## config.mk

```make
export PLATFORM = sky130hd
export DESIGN_NAME = fifo_rr_bank
export DESIGN_NICKNAME = d
export VERILOG_FILES = /design/src/rtl/fifo_rr_pkg.sv /design/src/rtl/fifo_rr_lane.sv /design/src/rtl/fifo_rr_bank.sv
export SDC_FILE = /design/constraint.sdc
export NUM_CORES = 1
export LEC_CHECK = 0
export ABC_AREA = 1
export BUFFER_PORTS_ARGS = -buffer_cell sky130_fd_sc_hd__buf_2
export CORE_ASPECT_RATIO = 2
export CORE_MARGIN = 4
export CORE_UTILIZATION = 35
export DETAILED_ROUTE_END_ITERATION = 10
export SLEW_MARGIN = 20
export SYNTH_ARGS = -nofsm -noshare
export SYNTH_HDL_FRONTEND = slang
export SYNTH_SLANG_ARGS = --single-unit
```

## constraint.sdc

```tcl
create_clock -name CLK -period 5.54 [get_ports CLK]
set_clock_uncertainty 0.1 [all_clocks]
set_input_delay 0.277 -clock CLK [delete_from_list [all_inputs] [get_ports CLK]]
set_output_delay 0.277 -clock CLK [all_outputs]
set_load 0.05 [all_outputs]
```

## src/rtl/fifo_rr_pkg.sv

```systemverilog
// rtl/fifo_rr_pkg.sv - width helpers and lane-selector wrap function for the round-robin FIFO bank
package fifo_rr_pkg;

    function automatic int lsel_w(input int num_lanes);
        int w;
        w = $clog2(num_lanes);
        return (w < 1) ? 1 : w;
    endfunction

    function automatic int ptr_w(input int depth);
        int w;
        w = $clog2(depth);
        return (w < 1) ? 1 : w;
    endfunction

    function automatic int next_sel(input int sel, input int n);
        return (sel >= n - 1) ? 0 : sel + 1;
    endfunction

endpackage

```

## src/rtl/fifo_rr_lane.sv

```systemverilog
// rtl/fifo_rr_lane.sv - single circular-buffer lane with occupancy counter, flags and head output
module fifo_rr_lane
    import fifo_rr_pkg::*;
#(
    parameter int WIDTH = 96,
    parameter int DEPTH = 1
) (
    input  logic             CLK,
    input  logic             RST,
    input  logic             i_clear,
    input  logic             i_push,
    input  logic [WIDTH-1:0] i_data,
    input  logic             i_pop,
    output logic             o_full,
    output logic             o_empty,
    output logic [WIDTH-1:0] o_head
);

    localparam int PTR_W = ptr_w(DEPTH);
    localparam int CNT_W = $clog2(DEPTH + 1);
    localparam logic [PTR_W-1:0] LAST_PTR = PTR_W'(DEPTH - 1);
    localparam logic [CNT_W-1:0] FULL_CNT = CNT_W'(DEPTH);

    logic [WIDTH-1:0] r_mem [DEPTH];
    logic [PTR_W-1:0] r_wr_ptr;
    logic [PTR_W-1:0] r_rd_ptr;
    logic [CNT_W-1:0] r_cnt;
    logic             w_do_push;
    logic             w_do_pop;

    assign o_full    = (r_cnt == FULL_CNT);
    assign o_empty   = (r_cnt == '0);
    assign o_head    = r_mem[r_rd_ptr];
    assign w_do_push = i_push && !o_full;
    assign w_do_pop  = i_pop && !o_empty;

    always_ff @(posedge CLK) begin
        if (RST || i_clear) begin
            r_wr_ptr <= '0;
            r_rd_ptr <= '0;
            r_cnt    <= '0;
        end else begin
            if (w_do_push) r_wr_ptr <= (r_wr_ptr == LAST_PTR) ? '0 : r_wr_ptr + 1'b1;
            if (w_do_pop)  r_rd_ptr <= (r_rd_ptr == LAST_PTR) ? '0 : r_rd_ptr + 1'b1;
            case ({w_do_push, w_do_pop})
                2'b10:   r_cnt <= r_cnt + 1'b1;
                2'b01:   r_cnt <= r_cnt - 1'b1;
                default: r_cnt <= r_cnt;
            endcase
        end
    end

    // Storage needs no reset: stale entries are unreachable once the counter is zero.
    always_ff @(posedge CLK) begin
        if (w_do_push) r_mem[r_wr_ptr] <= i_data;
    end

endmodule

```

## src/rtl/fifo_rr_bank.sv

```systemverilog
// rtl/fifo_rr_bank.sv - order-preserving FIFO striped round-robin across NUM_LANES lane FIFOs
module fifo_rr_bank
    import fifo_rr_pkg::*;
#(
    parameter int WIDTH     = 96,
    parameter int NUM_LANES = 2,
    parameter int DEPTH     = 1
) (
    input  logic                                   CLK,
    input  logic                                   RST,
    input  logic                                   in_enq__ENA,
    input  logic [WIDTH-1:0]                       in_enq_v,
    output logic                                   in_enq__RDY,
    input  logic                                   out_deq__ENA,
    output logic                                   out_deq__RDY,
    output logic [WIDTH-1:0]                       out_first,
    output logic                                   out_first__RDY,
    input  logic                                   clear__ENA,
    output logic [$clog2(NUM_LANES*DEPTH+1)-1:0]   count
);

    localparam int LSEL_W = lsel_w(NUM_LANES);
    localparam int CNT_W  = $clog2(NUM_LANES * DEPTH + 1);

    logic [LSEL_W-1:0]    r_wr_sel;
    logic [LSEL_W-1:0]    r_rd_sel;
    logic [CNT_W-1:0]     r_count;
    logic [NUM_LANES-1:0] w_full;
    logic [NUM_LANES-1:0] w_empty;
    logic [NUM_LANES-1:0] w_push;
    logic [NUM_LANES-1:0] w_pop;
    logic [WIDTH-1:0]     w_head [NUM_LANES];
    logic                 w_enq_rdy;
    logic                 w_deq_rdy;
    logic [WIDTH-1:0]     w_first;
    logic                 w_enq_fire;
    logic                 w_deq_fire;

    for (genvar g = 0; g < NUM_LANES; g++) begin : g_lane
        assign w_push[g] = w_enq_fire && (r_wr_sel == LSEL_W'(g));
        assign w_pop[g]  = w_deq_fire && (r_rd_sel == LSEL_W'(g));

        fifo_rr_lane #(
            .WIDTH (WIDTH),
            .DEPTH (DEPTH)
        ) u_lane (
            .CLK     (CLK),
            .RST     (RST),
            .i_clear (clear__ENA),
            .i_push  (w_push[g]),
            .i_data  (in_enq_v),
            .i_pop   (w_pop[g]),
            .o_full  (w_full[g]),
            .o_empty (w_empty[g]),
            .o_head  (w_head[g])
        );
    end

    // AND-OR selection keeps out_first at zero whenever the selected lane is empty.
    always_comb begin
        w_enq_rdy = 1'b0;
        w_deq_rdy = 1'b0;
        w_first   = '0;
        for (int i = 0; i < NUM_LANES; i++) begin
            w_enq_rdy = w_enq_rdy | ((r_wr_sel == LSEL_W'(i)) && !w_full[i]);
            w_deq_rdy = w_deq_rdy | ((r_rd_sel == LSEL_W'(i)) && !w_empty[i]);
            w_first   = w_first | (w_head[i] & {WIDTH{(r_rd_sel == LSEL_W'(i)) && !w_empty[i]}});
        end
    end

    assign w_enq_fire = in_enq__ENA && w_enq_rdy;
    assign w_deq_fire = out_deq__ENA && w_deq_rdy;

    always_ff @(posedge CLK) begin
        if (RST || clear__ENA) begin
            r_wr_sel <= '0;
            r_rd_sel <= '0;
            r_count  <= '0;
        end else begin
            if (w_enq_fire) r_wr_sel <= LSEL_W'(next_sel(int'(r_wr_sel), NUM_LANES));
            if (w_deq_fire) r_rd_sel <= LSEL_W'(next_sel(int'(r_rd_sel), NUM_LANES));
            case ({w_enq_fire, w_deq_fire})
                2'b10:   r_count <= r_count + 1'b1;
                2'b01:   r_count <= r_count - 1'b1;
                default: r_count <= r_count;
            endcase
        end
    end

    assign in_enq__RDY    = w_enq_rdy;
    assign out_deq__RDY   = w_deq_rdy;
    assign out_first__RDY = w_deq_rdy;
    assign out_first      = w_first;
    assign count          = r_count;

endmodule

```

==> results of run 1 <==
[metal layers]
| layer | global-route usage (%) | vias to the layer above |
|---|---|---|
| met4 | 6.41 | 0 |
| met3 | 4.09 | 37 |
| li1 | - | 2547 |
| met2 | 27.9 | 163 |
| met5 | 0 | - |
| met1 | 15.8 | 2483 |
[state kept, by name, indices dropped and copies added (netlist names)]
name	count
count	2
g_lane.u_lane.r_mem	192
g_lane.u_lane.o_full	2
r_wr_sel	1
r_rd_sel	1
[stage by stage]
step	std cells	power (mW)	setup WS (ns)	area [µm²]	hold slack (ns)
after floorplan	562	1.93	2.49	7460	0.276
after global placement	1002	2.02	2.53	8670	0.365
after detailed placement	1003	2.02	2.68	8690	0.368
after CTS	1133	3.22	2.26	10200	0.0220
after global routing	1134	3.31	2.16	10200	0.0512
final	1134	3.18	2.41	10200	0.0543
[power by group]
| group | switching, mW | internal [mW] | total [mW] |
|---|---|---|---|
| Sequential | 0.0188 | 1.72 | 1.74 |
| Clock | 0.551 | 0.585 | 1.14 |
| Combinational | 0.200 | 0.102 | 0.302 |
| Total | 0.770 | 2.41 | 3.18 |
[layout make-up]
cell class	instances	area [µm²]
clock buffers	17	425
clock inverters	15	125
fillers	1871	10800
inverters	10	42.5
multi-input cells	321	1370
flip-flops and latches	198	5890
well taps	269	337
repair buffers	304	2060
[kinds of logic after synthesis]
logic type / synth area share [%]
DFF: 78.9
and+or+nand+nor: 17.6
AOI/OAI and AO/OA: 0.537
buffers and inverters: 2.80
adders and majority gates: 0.168
[synthesized netlist by cell type]
cell type,n
a21oi_1,6
buf_2,14
buf_4,6
buf_6,1
clkbuf_1,12
dfxtp_1,6
edfxtp_1,192
ha_1,1
inv_1,10
nand2_1,206
nand3_1,96
nand4_1,1
nor2_1,7
nor2_8,1
o21ai_0,2
or2_2,1
[timing repair]
item,in CTS,in global routing
buffers inserted,0,0
hold buffers,98,0
endpoints found under the hold margin,193,0
setup endpoints to repair,0,0
[tightest hold or removal path, cell delays in order]
cell     delay, ns
buf_2         0.10
nand2_1       0.08
a21oi_1       0.08
[path summary, 6_finish.rpt]
check                                  startpoint                                      end  slack [ns]  cells after the start
max                         r_rd_sel$_SDFFE_PP0N_                             out_first[0]        2.41                      5
max reg2reg  g_lane[1].u_lane.o_full$_SDFFE_PP0P_  g_lane[1].u_lane.r_mem[0][40]$_DFFE_PP_        2.73                      5
min reg2reg                 r_wr_sel$_SDFFE_PP0N_                    r_wr_sel$_SDFFE_PP0N_        0.39                      2
min                                  out_deq__ENA                    r_rd_sel$_SDFFE_PP0N_        0.05                      3
==> results.txt, run 1 <==
Status = complete, no violations
Worst Path Required = 5.16 ns
Largest net degree at the start of global routing = 100
WL met3 = 894 µm
Die ar. = 23900 µm²
Synth Net Count = 664
Die Wd = 111 µm
DRC viols = 0
Top sig layer = met4
Routed len/inst = 15.9 µm
ANT nets after route = 0
Power density over the cells = 310 nW/µm²
Buffers on Ports = 201
Share of the synthesized area in the top cell type = 77.3%
Area of the mapped netlist = 7460 µm²
DRT Pass-1 Iters = 4
Cts bufs inserted = 17
DP HPWL = 10900 µm
Number of global-route vias before repair = 5317
Overall global routing resource usage = 15.1%
Most frequent cells in the layout = 206 x nand2_1, 201 x buf_2, 192 x edfxtp_1
Final setup TNS = 0 ns
Ports = 202
Synthesized area per cell = 13.3 µm²
DR vias = 5230
DRT iter0 DRCs = 190
Layout Utilization = 48.7%
Slew Viols, Final = 0
Clock Path Buffers = 2
Crit-path max cell delay = 0.79 ns
Vias/cell = 4.61
First-pass GRT wire length = 27700 µm
RD Place Congestion = 0.765
Final hold vios = 0
Crit path max-delay family = simple AND/OR/NAND/NOR gates
CTS sink cnt = 198
Met2 WL post-DR = 10000 µm
Setup Crit Path Kind = flip-flop to output port
Mapped Cells = 562
# H-tree levels = 4
GRT Residual Overflow = 0
Final WL = 18000 µm
Measured slew at the worst slew-check pin = 0.949 ns
Root Buffer = clkbuf_16
VDD IR max = 0.240 mV
Worst slew margin = 36.7%
DIE HEIGHT = 214 µm
Starting density of the core = 35.5%
RSZ-0062 raised after global routing = no
Register area share after synthesis = 78.9%
Cts repair resizes = 0
FMAX = 319 MHz
Clock period minus worst slack = 3.13 ns
Synth top area cells = edfxtp_1 77%, nand2_1 10%, nand3_1 6.4%, dfxtp_1 1.6%, buf_2 0.94%
Hold Path Class = input port to flip-flop
CP arrival = 2.75 ns
Final period utilization = 56.5%
CTS tree = built
Fin nets = 954
CP max FO = 65
Critical Path Start Type = flip-flop
Leakage = 4.38 nW
Crit path top cell by count = nand2_1
P&R area growth vs syn = 37.3%
Share of layout cells above drive strength 1 = 28.2%
#FFs+latches synth = 198
M1 wire length = 6600 µm
Placement Rows = 75
Area of the core = 21000 µm²
Antenna violations before repair = 0
Final setup fails = 0
ANT cells = 0
Buf/Inv on CP = 2
Crit path capture type = output port
Clock Latency Late Sink = 0.43 ns
Commonest non-fill, non-tap cell in the layout = nand2_1
Unique cell type count in the Yosys netlist = 16
Critical path cell sequence = nor2_8, buf_4, nand2_1, nand2_1, buf_2
Yosys warning total = 0
Slowest stage cell, crit path = nor2_8
Register clock-pin slew on the reported worst setup and hold paths = 0.07 ns
Max-Cap Viols = 0
Yosys top cell by area = edfxtp_1
Power figures use the tool's default switching activity.
==> run 2, diff against run 1 <==
- clock period: 5.54 -> 3.25 ns (I/O delays scaled with it)
==> run 2 against run 1 <==
  * Worst hold slack improved by 0.29 ns
  * Via count increased by 0.88%
  * Wire length increased by 0.17%
  * Critical path depth decreased by 1
  * Critical path type unchanged
  * Worst setup slack got worse by 1.7 ns
  * Die area unchanged
==> results.txt, run 2 (synthesized netlist as in run 1, its figures left out) <==
Die ar. = 23900 µm²
DRT Pass-1 Iters = 4
Number of global-route vias before repair = 5348
Share of layout cells above drive strength 1 = 28.1%
Ports = 202
Antenna violations before repair = 1
First-pass GRT wire length = 28200 µm
Setup Crit Path Kind = flip-flop to output port
Critical Path Start Type = flip-flop
Clock period minus worst slack = 2.51 ns
Register clock-pin slew on the reported worst setup and hold paths = 0.07 ns
Power density over the cells = 551 nW/µm²
Placement Rows = 75
Layout Utilization = 49.5%
Largest net degree at the start of global routing = 50
Sequential share of power = 51.7%
Cts repair resizes = 0
Top reg by flops = g_lane.u_lane.r_mem
Die Wd = 111 µm
# H-tree levels = 4
CP max FO = 49
Area of the core = 21000 µm²
Cts bufs inserted = 17
Pre-CTS WS = 1.18 ns
Net switching power figure = 1.25 mW
Final Instance Count excl. Fillers = 1142
RD Place Congestion = 0.757
Measured slew at the worst slew-check pin = 0.565 ns
Slew Viols, Final = 0
Starting density of the core = 35.5%
FF/Latch Area = 5890 µm²
Final setup fails = 0
Vias/cell = 4.62
GRT busiest layer = met2
Final setup TNS = 0 ns
P&R area growth vs syn = 39.5%
CTS tree = built
FMAX = 398 MHz
Clock Latency Late Sink = 0.43 ns
ANT nets after route = 0
Status = complete, no violations
Met3 usage = 3.56%
DIE HEIGHT = 214 µm
Buffers on Ports = 201
Total power = 5.73 mW
Dpl cells = 1009
Hold Path Class = input port to flip-flop
Max-Cap Viols = 0
Most frequent cells in the layout = 206 x nand2_1, 201 x buf_2, 192 x edfxtp_1
Clock Path Buffers = 2
DP HPWL = 11500 µm
DRC viols = 0
Area occupied by multi-input gates = 1370 µm²
GRT Residual Overflow = 0
Leakage = 4.46 nW
Met1 Track Usage GR = 16.0%
Final worst slack = 0.737 ns
Largest register FFs = 192
Fill cell count = 1823
Finished Cell Area = 10400 µm²
Met2 GRT Util = 27.7%
Overall global routing resource usage = 15.4%
Fin nets = 962
Comb pwr share = 9.2%
Final period utilization = 77.3%
Internal = 4.48 mW
Worst slew margin = 62.3%
Worst Path Required = 2.99 ns
CP arrival = 2.25 ns
Placed Area = 8760 µm²
VDD IR max = 0.374 mV
Commonest non-fill, non-tap cell in the layout = nand2_1
DRT iter0 DRCs = 246
Switching fraction of total power = 21.8%
Final hold vios = 0
Worst hold margin = 0.348 ns
Final WL = 18100 µm
Clock share of power = 39.1%
Root Buffer = clkbuf_16
DR vias = 5276
RSZ-0062 raised after global routing = no
CTS sink cnt = 198
Crit path capture type = output port
Routed len/inst = 15.8 µm
run 2: cell type report:
cell class | instances | share of cell area [%]
antenna | 1 | 0.0241
clock buffer | 19 | 4.16
tap | 269 | 3.24
clock inverter | 12 | 1.94
multi-input combinational | 321 | 13.1
inverter | 10 | 0.409
timing repair buffer | 312 | 20.5
sequential | 198 | 56.6
run 2: routing by layer:
| metal | up-vias | part of all wire (%) |
|---|---|---|
| met2 | 173 | 55 |
| met5 | - | 0 |
| met4 | 0 | 4.0 |
| li1 | 2568 | - |
| met3 | 44 | 5.0 |
| met1 | 2491 | 36 |
run 2: final timing paths:
| path | startpoint | endpoint | slack, ns | depth (start not counted) |
|---|---|---|---|---|
| worst max-delay path | g_lane[1].u_lane.o_full$_SDFFE_PP0P_ | out_first[21] | 0.74 | 4 |
| worst min-delay path | in_enq_v[6] | g_lane[1].u_lane.r_mem[0][6]$_DFFE_PP_ | 0.35 | 2 |
| worst max register to register | g_lane[1].u_lane.o_full$_SDFFE_PP0P_ | g_lane[1].u_lane.r_mem[0][9]$_DFFE_PP_ | 1.25 | 4 |
| worst min register to register | r_wr_sel$_SDFFE_PP0N_ | r_wr_sel$_SDFFE_PP0N_ | 0.38 | 2 |
run 2: power groups by stage:
stage	combinational, mW	sequential (mW)	clock, mW
finish	0.526	2.96	2.24
floorplan	0.262	3.02	0
CTS	0.532	2.96	2.30
global placement	0.432	3.02	0
detailed placement	0.436	3.02	0
global route	0.566	2.97	2.41
run 2: critical path: stages, from the launching register on:
cell	delay [ns]
dfxtp_4	0.67
buf_4	0.54
nand3_1	0.13
nand2_1	0.15
buf_2	0.28
run 2: timing repair:
action | CTS | global route
hold buffers | 101 | 0
endpoints found under the hold margin | 198 | 0
buffers inserted | 0 | 0
